===== config.mk =====
export PLATFORM = sky130hd
export DESIGN_NAME = ifid_queue_flat
export DESIGN_NICKNAME = d
export VERILOG_FILES = /design/src/rtl/ifid_queue_pkg.sv /design/src/rtl/ifid_queue_if.sv /design/src/rtl/ifid_queue_storage.sv /design/src/rtl/ifid_queue.sv /design/src/flat_wrapper.sv
export SDC_FILE = /design/constraint.sdc
export NUM_CORES = 1
export LEC_CHECK = 0
export ABC_AREA = 1
export CAP_MARGIN = 15
export CORE_MARGIN = 10
export CORE_UTILIZATION = 48
export DETAILED_ROUTE_END_ITERATION = 8
export PLACE_DENSITY = 0.79
export RECOVER_POWER = 50
export SYNTH_ARGS = -nofsm -noshare
export SYNTH_HDL_FRONTEND = slang
export SYNTH_SLANG_ARGS = --single-unit

===== constraint.sdc =====
create_clock -name clk -period 9.3 [get_ports clk]
set_input_delay 2.325 -clock clk [delete_from_list [all_inputs] [get_ports clk]]
set_output_delay 2.325 -clock clk [all_outputs]
set_load 0.005 [all_outputs]

===== src/rtl/ifid_queue_pkg.sv =====
`default_nettype none
// ============================================================================
// Module      : ifid_queue_pkg
// Description : Shared pipeline definitions for the IF/ID instruction queue:
//               word width, the NOP encoding that is presented when the queue
//               is empty, the occupancy state encoding and the packed entry.
// Revision    : 1.0 - initial release
// ============================================================================
package ifid_queue_pkg;

    localparam int WORD_WIDTH = 32;
    localparam logic [WORD_WIDTH-1:0] NOP_INSTRUCTION = 32'h00000000;
    localparam int ENTRY_WIDTH = 2 * WORD_WIDTH;

    // Occupancy of the queue; derived from the entry count.
    typedef enum logic [1:0] {
        EMPTY   = 2'd0,
        PARTIAL = 2'd1,
        FULL    = 2'd2
    } occ_state_e;

    // One queued fetch result. PC+4 sits in the upper half of the stored word.
    typedef struct packed {
        logic [WORD_WIDTH-1:0] pc_more4;
        logic [WORD_WIDTH-1:0] instruction;
    } ifid_entry_t;

endpackage
`default_nettype wire


===== src/rtl/ifid_queue_if.sv =====
`default_nettype none
// ============================================================================
// Module      : ifid_queue_if
// Description : Handshake bundle between fetch, the IF/ID queue and decode.
//               slave  - the queue itself
//               master - the environment (fetch + decode + redirect logic)
//               Signals: flush, inValid/inReady/inInstruction/inPcMore4,
//               pcStall, outValid/outReady/outInstruction/outPcMore4, count.
// Revision    : 1.0 - initial release
// ============================================================================
interface ifid_queue_if #(
    parameter int DEPTH = 2
) ();
    import ifid_queue_pkg::*;

    localparam int CNT_W = $clog2(DEPTH + 1);

    logic                  flush;
    logic                  inValid;
    logic [WORD_WIDTH-1:0] inInstruction;
    logic [WORD_WIDTH-1:0] inPcMore4;
    logic                  inReady;
    logic                  pcStall;
    logic                  outValid;
    logic                  outReady;
    logic [WORD_WIDTH-1:0] outInstruction;
    logic [WORD_WIDTH-1:0] outPcMore4;
    logic [CNT_W-1:0]      count;

    modport slave (
        input  flush, inValid, inInstruction, inPcMore4, outReady,
        output inReady, pcStall, outValid, outInstruction, outPcMore4, count
    );

    modport master (
        output flush, inValid, inInstruction, inPcMore4, outReady,
        input  inReady, pcStall, outValid, outInstruction, outPcMore4, count
    );

endinterface
`default_nettype wire


===== src/rtl/ifid_queue_storage.sv =====
`default_nettype none
// ============================================================================
// Module      : ifid_queue_storage
// Description : DEPTH x 64-bit register array, one synchronous write port and
//               one asynchronous read port. Contents are not reset; the parent
//               masks the read data whenever the queue is empty.
//   clk        - clock
//   wr_en_i    - write strobe
//   wr_addr_i  - write address
//   wr_data_i  - write data
//   rd_addr_i  - read address
//   rd_data_o  - read data (combinational)
// Revision    : 1.0 - initial release
// ============================================================================
module ifid_queue_storage
    import ifid_queue_pkg::*;
#(
    parameter int DEPTH = 2,
    parameter int PTR_W = $clog2(DEPTH)
) (
    input  wire logic                   clk,
    input  wire logic                   wr_en_i,
    input  wire logic [PTR_W-1:0]       wr_addr_i,
    input  wire logic [ENTRY_WIDTH-1:0] wr_data_i,
    input  wire logic [PTR_W-1:0]       rd_addr_i,
    output      logic [ENTRY_WIDTH-1:0] rd_data_o
);

    logic [ENTRY_WIDTH-1:0] mem_q [DEPTH];

    always_ff @(posedge clk) begin
        if (wr_en_i) begin
            mem_q[wr_addr_i] <= wr_data_i;
        end
    end

    assign rd_data_o = mem_q[rd_addr_i];

endmodule
`default_nettype wire


===== src/rtl/ifid_queue.sv =====
`default_nettype none
// ============================================================================
// Module      : ifid_queue
// Description : IF/ID decoupling FIFO. Holds fetched instruction/PC+4 pairs
//               until decode consumes them. A flush (branch/jump redirect)
//               empties the queue and drops any same-cycle push.
//   clk        - clock, rising edge
//   reset      - synchronous active-high reset
//   q          - handshake bundle (slave side), see ifid_queue_if
// Revision    : 1.0 - initial release
// ============================================================================
module ifid_queue
    import ifid_queue_pkg::*;
#(
    parameter int DEPTH = 2   // power of two, >= 2
) (
    input  wire logic   clk,
    input  wire logic   reset,
    ifid_queue_if.slave q
);

    localparam int PTR_W = $clog2(DEPTH);
    localparam int CNT_W = $clog2(DEPTH + 1);
    localparam logic [CNT_W-1:0] C_FULL_COUNT = CNT_W'(DEPTH);

    logic [PTR_W-1:0]       wr_ptr_q, wr_ptr_d;
    logic [PTR_W-1:0]       rd_ptr_q, rd_ptr_d;
    logic [CNT_W-1:0]       count_q,  count_d;
    occ_state_e             occ_w;
    logic                   push_w;
    logic                   pop_w;
    logic [ENTRY_WIDTH-1:0] rd_data_w;
    ifid_entry_t            head_w;
    ifid_entry_t            wr_entry_w;

    // Occupancy state follows directly from the registered count, so the
    // handshake outputs carry no combinational path from the in* inputs.
    always_comb begin
        if (count_q == '0) begin
            occ_w = EMPTY;
        end else if (count_q == C_FULL_COUNT) begin
            occ_w = FULL;
        end else begin
            occ_w = PARTIAL;
        end
    end

    assign q.inReady  = (occ_w != FULL);
    assign q.pcStall  = ~q.inReady;
    assign q.outValid = (occ_w != EMPTY);
    assign q.count    = count_q;

    assign push_w = q.inValid  && q.inReady  && !q.flush;
    assign pop_w  = q.outValid && q.outReady && !q.flush;

    // DEPTH is a power of two, so pointer wrap is the natural PTR_W overflow.
    always_comb begin
        wr_ptr_d = wr_ptr_q;
        rd_ptr_d = rd_ptr_q;
        count_d  = count_q;
        if (push_w) begin
            wr_ptr_d = wr_ptr_q + PTR_W'(1);
        end
        if (pop_w) begin
            rd_ptr_d = rd_ptr_q + PTR_W'(1);
        end
        if (push_w && !pop_w) begin
            count_d = count_q + CNT_W'(1);
        end else if (pop_w && !push_w) begin
            count_d = count_q - CNT_W'(1);
        end
    end

    always_ff @(posedge clk) begin
        if (reset || q.flush) begin
            wr_ptr_q <= '0;
            rd_ptr_q <= '0;
            count_q  <= '0;
        end else begin
            wr_ptr_q <= wr_ptr_d;
            rd_ptr_q <= rd_ptr_d;
            count_q  <= count_d;
        end
    end

    assign wr_entry_w.instruction = q.inInstruction;
    assign wr_entry_w.pc_more4    = q.inPcMore4;

    ifid_queue_storage #(
        .DEPTH (DEPTH),
        .PTR_W (PTR_W)
    ) u_storage (
        .clk       (clk),
        .wr_en_i   (push_w),
        .wr_addr_i (wr_ptr_q),
        .wr_data_i (wr_entry_w),
        .rd_addr_i (rd_ptr_q),
        .rd_data_o (rd_data_w)
    );

    assign head_w = rd_data_w;

    // Stale storage is never visible: an empty queue presents a NOP.
    assign q.outInstruction = q.outValid ? head_w.instruction : NOP_INSTRUCTION;
    assign q.outPcMore4     = q.outValid ? head_w.pc_more4    : '0;

endmodule
`default_nettype wire

===== src/flat_wrapper.sv =====
// flat-port wrapper written by rule: the top's interface ports become plain ports
module ifid_queue_flat import ifid_queue_pkg::*;
#(
    parameter int DEPTH = 2                        
)
  (clk, reset, q_flush, q_inValid, q_inInstruction, q_inPcMore4, q_outReady, q_inReady, q_pcStall, q_outValid, q_outInstruction, q_outPcMore4, q_count);
  ifid_queue_if #(.DEPTH(DEPTH)) q_i ();
  input  wire logic clk;
  input  wire logic reset;
  input wire logic [$bits(q_i.flush)-1:0] q_flush;
  input wire logic [$bits(q_i.inValid)-1:0] q_inValid;
  input wire logic [$bits(q_i.inInstruction)-1:0] q_inInstruction;
  input wire logic [$bits(q_i.inPcMore4)-1:0] q_inPcMore4;
  input wire logic [$bits(q_i.outReady)-1:0] q_outReady;
  output wire logic [$bits(q_i.inReady)-1:0] q_inReady;
  output wire logic [$bits(q_i.pcStall)-1:0] q_pcStall;
  output wire logic [$bits(q_i.outValid)-1:0] q_outValid;
  output wire logic [$bits(q_i.outInstruction)-1:0] q_outInstruction;
  output wire logic [$bits(q_i.outPcMore4)-1:0] q_outPcMore4;
  output wire logic [$bits(q_i.count)-1:0] q_count;
  assign q_i.flush = q_flush;
  assign q_i.inValid = q_inValid;
  assign q_i.inInstruction = q_inInstruction;
  assign q_i.inPcMore4 = q_inPcMore4;
  assign q_i.outReady = q_outReady;
  assign q_inReady = q_i.inReady;
  assign q_pcStall = q_i.pcStall;
  assign q_outValid = q_i.outValid;
  assign q_outInstruction = q_i.outInstruction;
  assign q_outPcMore4 = q_i.outPcMore4;
  assign q_count = q_i.count;
  ifid_queue #(.DEPTH(DEPTH)) u_core (.clk(clk), .reset(reset), .q(q_i));
endmodule

Word-level counts from Yosys, hierarchy flattened

Memory sizes are Yosys's and may differ from the RTL's. A register that Yosys moved wholly into a read port is not among the register bits.
Index checks and enable logic that the tools add are counted.

Bits in registers: 4
Bits in latches: 0
Bits in writable memories: 128
Bits in read-only memories: 0
Bits of input ports: 69
Logic and storage cells: 34
Memories: 1

Add/sub/neg operators: 4
Multiply operators: 0
Divide/modulo/power cells: 0
$lt $le $gt $ge: 0
Equal/unequal tests: 2
Shift operators: 0
Muxes and demuxes: 10
Bitwise logic cells: 1
Reduce and logical (&&, ||, !) cells: 13

Memories:

| name                   | words | width | rd ports | clocked after memory_dff | write ports | line                     | text |
|---|---|---|---|---|---|---|---|
| u_core.u_storage.mem_q | 2     | 64    | 1        | 1                        | 1           | ifid_queue_storage.sv:29 | `logic [ENTRY_WIDTH-1:0] mem_q [DEPTH];` |

Operators by type and width:

| operator                                                            | count |
|---|---|
| 32-bit two-way mux                                                  | 2 |
| 2-bit two-way mux                                                   | 4 |
| 1-bit logical AND                                                   | 6 |
| 1-bit two-way mux                                                   | 4 |
| 2-bit nonzero test                                                  | 2 |
| 1-bit logical NOT                                                   | 3 |
| 1-bit adder (second input constant)                                 | 2 |
| 2-bit by 1-bit adder with 2-bit output (second input constant)      | 1 |
| 2-bit == test (second input constant)                               | 1 |
| 2-bit logical NOT                                                   | 1 |
| 2-bit != test (second input constant)                               | 1 |
| 2-bit by 1-bit subtractor with 2-bit output (second input constant) | 1 |
| 1-bit logical OR                                                    | 1 |
| 1-bit NOT                                                           | 1 |

Depth between registers and ports, before layout

Depth after elaboration: 10
Depth in mapped cells: 11
Mapped depth without buffers: 11

Modules after synthesis

A second synthesis with hierarchy kept.

Cells, all modules: 511
Area total of the unflattened synthesis: 5484.0 µm²

Modules (own cells, without submodules):

| module             | times used | cells each | area an instance (µm²) |
|---|---|---|---|
| ifid_queue_storage | 1          | 338        | 4703.3 |
| ifid_queue         | 1          | 173        | 780.7 |

Worst setup path before layout

OpenSTA, ideal clock, no wires.

Path type: in2reg
Start point: input port q_flush
End point: memory u_core.u_storage.mem_q[1][0] (netlist name) (enable)
Arrival: 5.206 ns
Data required time: 8.812 ns
Path slack: 3.606 ns
Stages on the path: 3
Buffers on the path: 0
Path through: inv_1 nand3_2 nor2_1

Longest elaborated chain between the ends: 4

RTL lines:

| item                                    | line                     | text |
|---|---|---|
| start: declaration                      | flat_wrapper.sv:10       | `input wire logic [$bits(q_i.flush)-1:0] q_flush;` |
| 1-bit logical NOT                       | ifid_queue.sv:53         | `assign push_w = q.inValid && q.inReady && !q.flush;` |
| 1-bit logical AND                       | ifid_queue.sv:53         |  |
| 1-bit two-way mux                       | ifid_queue_storage.sv:32 | `if (wr_en_i) begin` |
| 1-bit two-way mux (not written as such) | ifid_queue_storage.sv:33 | `mem_q[wr_addr_i] <= wr_data_i;` |
| end: declaration                        | ifid_queue_storage.sv:29 |  |

No other way between the ends.

Final worst setup path

Start point: input port q_flush
End point: memory u_core.u_storage.mem_q[0][45] (netlist name) (enable)

Same word-level chain as after synthesis.

==> summary.txt <==
Outcome
  – Status: complete, but fails checks
  – Failing checks: max-capacitance violations, max-slew violations

Worst hold path
  – HP Class: register to register

Clock tree
  – Post_cts resized: 0
  – H-tree levels: 4
  – Hold_buf cts: 0
  – Number of setup buffers added after CTS: 0
  – CTS Buffer Depth: 2
  – Clock transition at path regs: 0.06 ns
  – CTS Sinks: around 130
  – Number of buffers created by CTS: 17
  – CTS tree: built
  – CTS root buf: clkbuf_8
  – Worst-skew pair later-pin latency: approximately 0.50 ns

Cells and area
  – Layout cell share with drive strength beyond 1: 16.6%
  – Commonest non-fill, non-tap cell in the layout: nand2_1
  – Post-Route Utilization: 67.4%
  – Final nets: approximately 600
  – Area growth syn-to-layout: 38.7%
  – N_diodes: 0
  – Fill cells: 727
  – Multi-input logic area: 1110 µm²
  – Most frequent cells in the layout: nand2_1 (137), edfxtp_1 (128), clkdlybuf4s50_1 (71), dlygate4sd3_1 (66), a21oi_2 (49)
  – Sequential Area: between 3000 and 4000 µm²

Timing
  – Final Skew: 0.00448 ns
  – Setup tns final: 0 ns
  – Final Cycle Share: between 50% and 60%
  – Maximum clock frequency: around 0.18 GHz
  – Setup violators final: 0
  – RSZ-0062 raised after global routing: false
  – Tmin final: 5.52 ns
  – Max_slew headroom: -61.8%
  – Endpoints failing hold: 0
  – Slew @ Worst Pin: 2.42 ns
  – Fin. max-slew vios: 60
  – Final worst slack: between 3 and 4 ns

Logic synthesis
  – Share of the synthesized area in the top cell type: 73.3%
  – Sequential fraction of the synthesis area: around three quarters
  – Synth Area per Inst: 13.7 µm²
  – Largest cells by area after synthesis: edfxtp_1 (73%), nand2_1 (9.8%), a21oi_2 (8.2%)
  – Syn Inst Count: 383
  – Cell variety after synth: 19
  – Seq cells post-synth: 133
  – Mapped cell area: 5250 µm²
  – Yosys top cell by area: edfxtp_1
  – Syn_nets: approximately 450
  – Synth warnings: 0

Critical path
  – WP data required: 9.44 ns
  – Critical Path Start Type: input port
  – WP data arrival: 5.66 ns
  – Critical Path Fanout Max: 36
  – CP endpoint kind: register
  – Kind of critical path: input port to register

Route
  – DRC Markers: 0
  – WL/cell: 17.4 µm
  – Via count: 3,384
  – Drt via density: around 5.0
  – DRT Wirelength: 11.8 mm
  – Initial DRC count: 217
  – DRT Pass-1 Iters: 4
  – Routed Antenna Nets: 0

Die
  – Die area: 15,500 µm²
  – Initial Utilization: 48.6%
  – I/O pin total: ~140
  – # rows: 38
  – Total core area: 10,800 µm²
  – Die Y: 125 µm
  – Die W: 125 µm

Power and ir drop
  – Pwr Total: roughly 1.4 mW
  – VDD IR-drop max: ~0.11 mV
  – Leakage: between 2 and 3 nW
  – Pwr Density: between 150 and 200 nW/µm²

Placed design
  – Port bufs: approximately 140
  – Post-DP HPWL: 7.58 mm
  – Pre-CTS setup slack: 4.57 ns
  – Final Wtd Congestion: approximately 0.74

GRT
  – Initial antenna violation count: 1
  – Total GRT Usage: 15.1%
  – First-pass GRT wire length: 18.8 mm
  – Number of global-route vias before repair: 3,713
  – GRT overflow: 0
  – Largest net degree at the start of global routing: 65

Run
  – Max cap viols: 2
-- path summary, 6_finish.rpt --
check | from | slack [ns] | cells after the start | end
hold reg to reg | u_core.rd_ptr_q$_SDFFE_PP0P_ | 0.54 | 2 | u_core.rd_ptr_q$_SDFFE_PP0P_
setup reg to reg | u_core.q.count[0]$_SDFFE_PP0P_ | 5.67 | 5 | u_core.u_storage.mem_q[0][45]$_DFFE_PP_
setup / recovery | q_flush | 3.78 | 5 | u_core.u_storage.mem_q[0][45]$_DFFE_PP_
hold / removal | u_core.rd_ptr_q$_SDFFE_PP0P_ | 0.54 | 2 | u_core.rd_ptr_q$_SDFFE_PP0P_
-- sequential cells by signal, indices dropped and copies added, names as in the netlist, named ones only --
signal / count
u_core.u_storage.mem_q: 128
u_core.q.count: 2
u_core.rd_ptr_q: 1
u_core.wr_ptr_q: 1
-- logic make-up after synthesis --
logic type	after synthesis	synth area share, %
AND/OR/NAND/NOR	152	11.2
buffers and inverters	32	3.63
AO/OA/AOI/OAI	64	9.61
flip-flops	133	75.2
XOR/XNOR	1	0.167
adder cells (fa/ha/maj)	1	0.238
-- cells in the mapped netlist (all sizes together) --
master,number
dfxtp,5
ha,1
nor3,1
nor2,10
buf,20
a21oi,64
nand4,1
edfxtp,128
nand2,138
xor2,1
inv,12
nand3,2
-- cell type report --
| cell class | count | share of cell area (%) |
|---|---|---|
| Sequential cell | 133 | 54.2 |
| Inverter | 12 | 0.619 |
| Multi-Input combinational cell | 218 | 15.3 |
| Clock buffer | 17 | 5.69 |
| Clock inverter | 15 | 2.24 |
| Timing Repair Buffer | 142 | 19.5 |
| Tap cell | 140 | 2.41 |
-- metal layers --
metal	vias to the layer above	routed length, µm	GRT usage, %	part of all wire (%)
met1	1627	4460	15.7	38
met4	2	117	5.28	0.99
met2	127	6260	27.0	53
li1	1616	-	-	-
met5	-	7	0	0.059
met3	12	957	5.70	8.1
-- through the flow --
stage          cell area (µm²)  hold slack, ns  instances
2_1_floorplan             5250           0.467        383
3_3_place_gp              6700           0.482        644
3_5_place_dp              6700           0.508        644
4_1_cts                   7280           0.558        676
5_1_grt                   7280           0.571        677
6_report                  7280           0.542        677
-- report_power, final --
group / leakage, nW / switching (mW) / internal, mW
sequential: 1.21 / 0.00483 / 0.677
combinational: 1.03 / 0.0555 / 0.0567
clock: 0.279 / 0.232 / 0.404
-- critical path, cell delays in order --
cell and delay, ns:
dlygate4sd3_1 0.58, inv_1 0.09, nand3_1 0.15, nor2_1 1.80, buf_4 0.68
No activity file was read; power rests on OpenSTA's default activity.
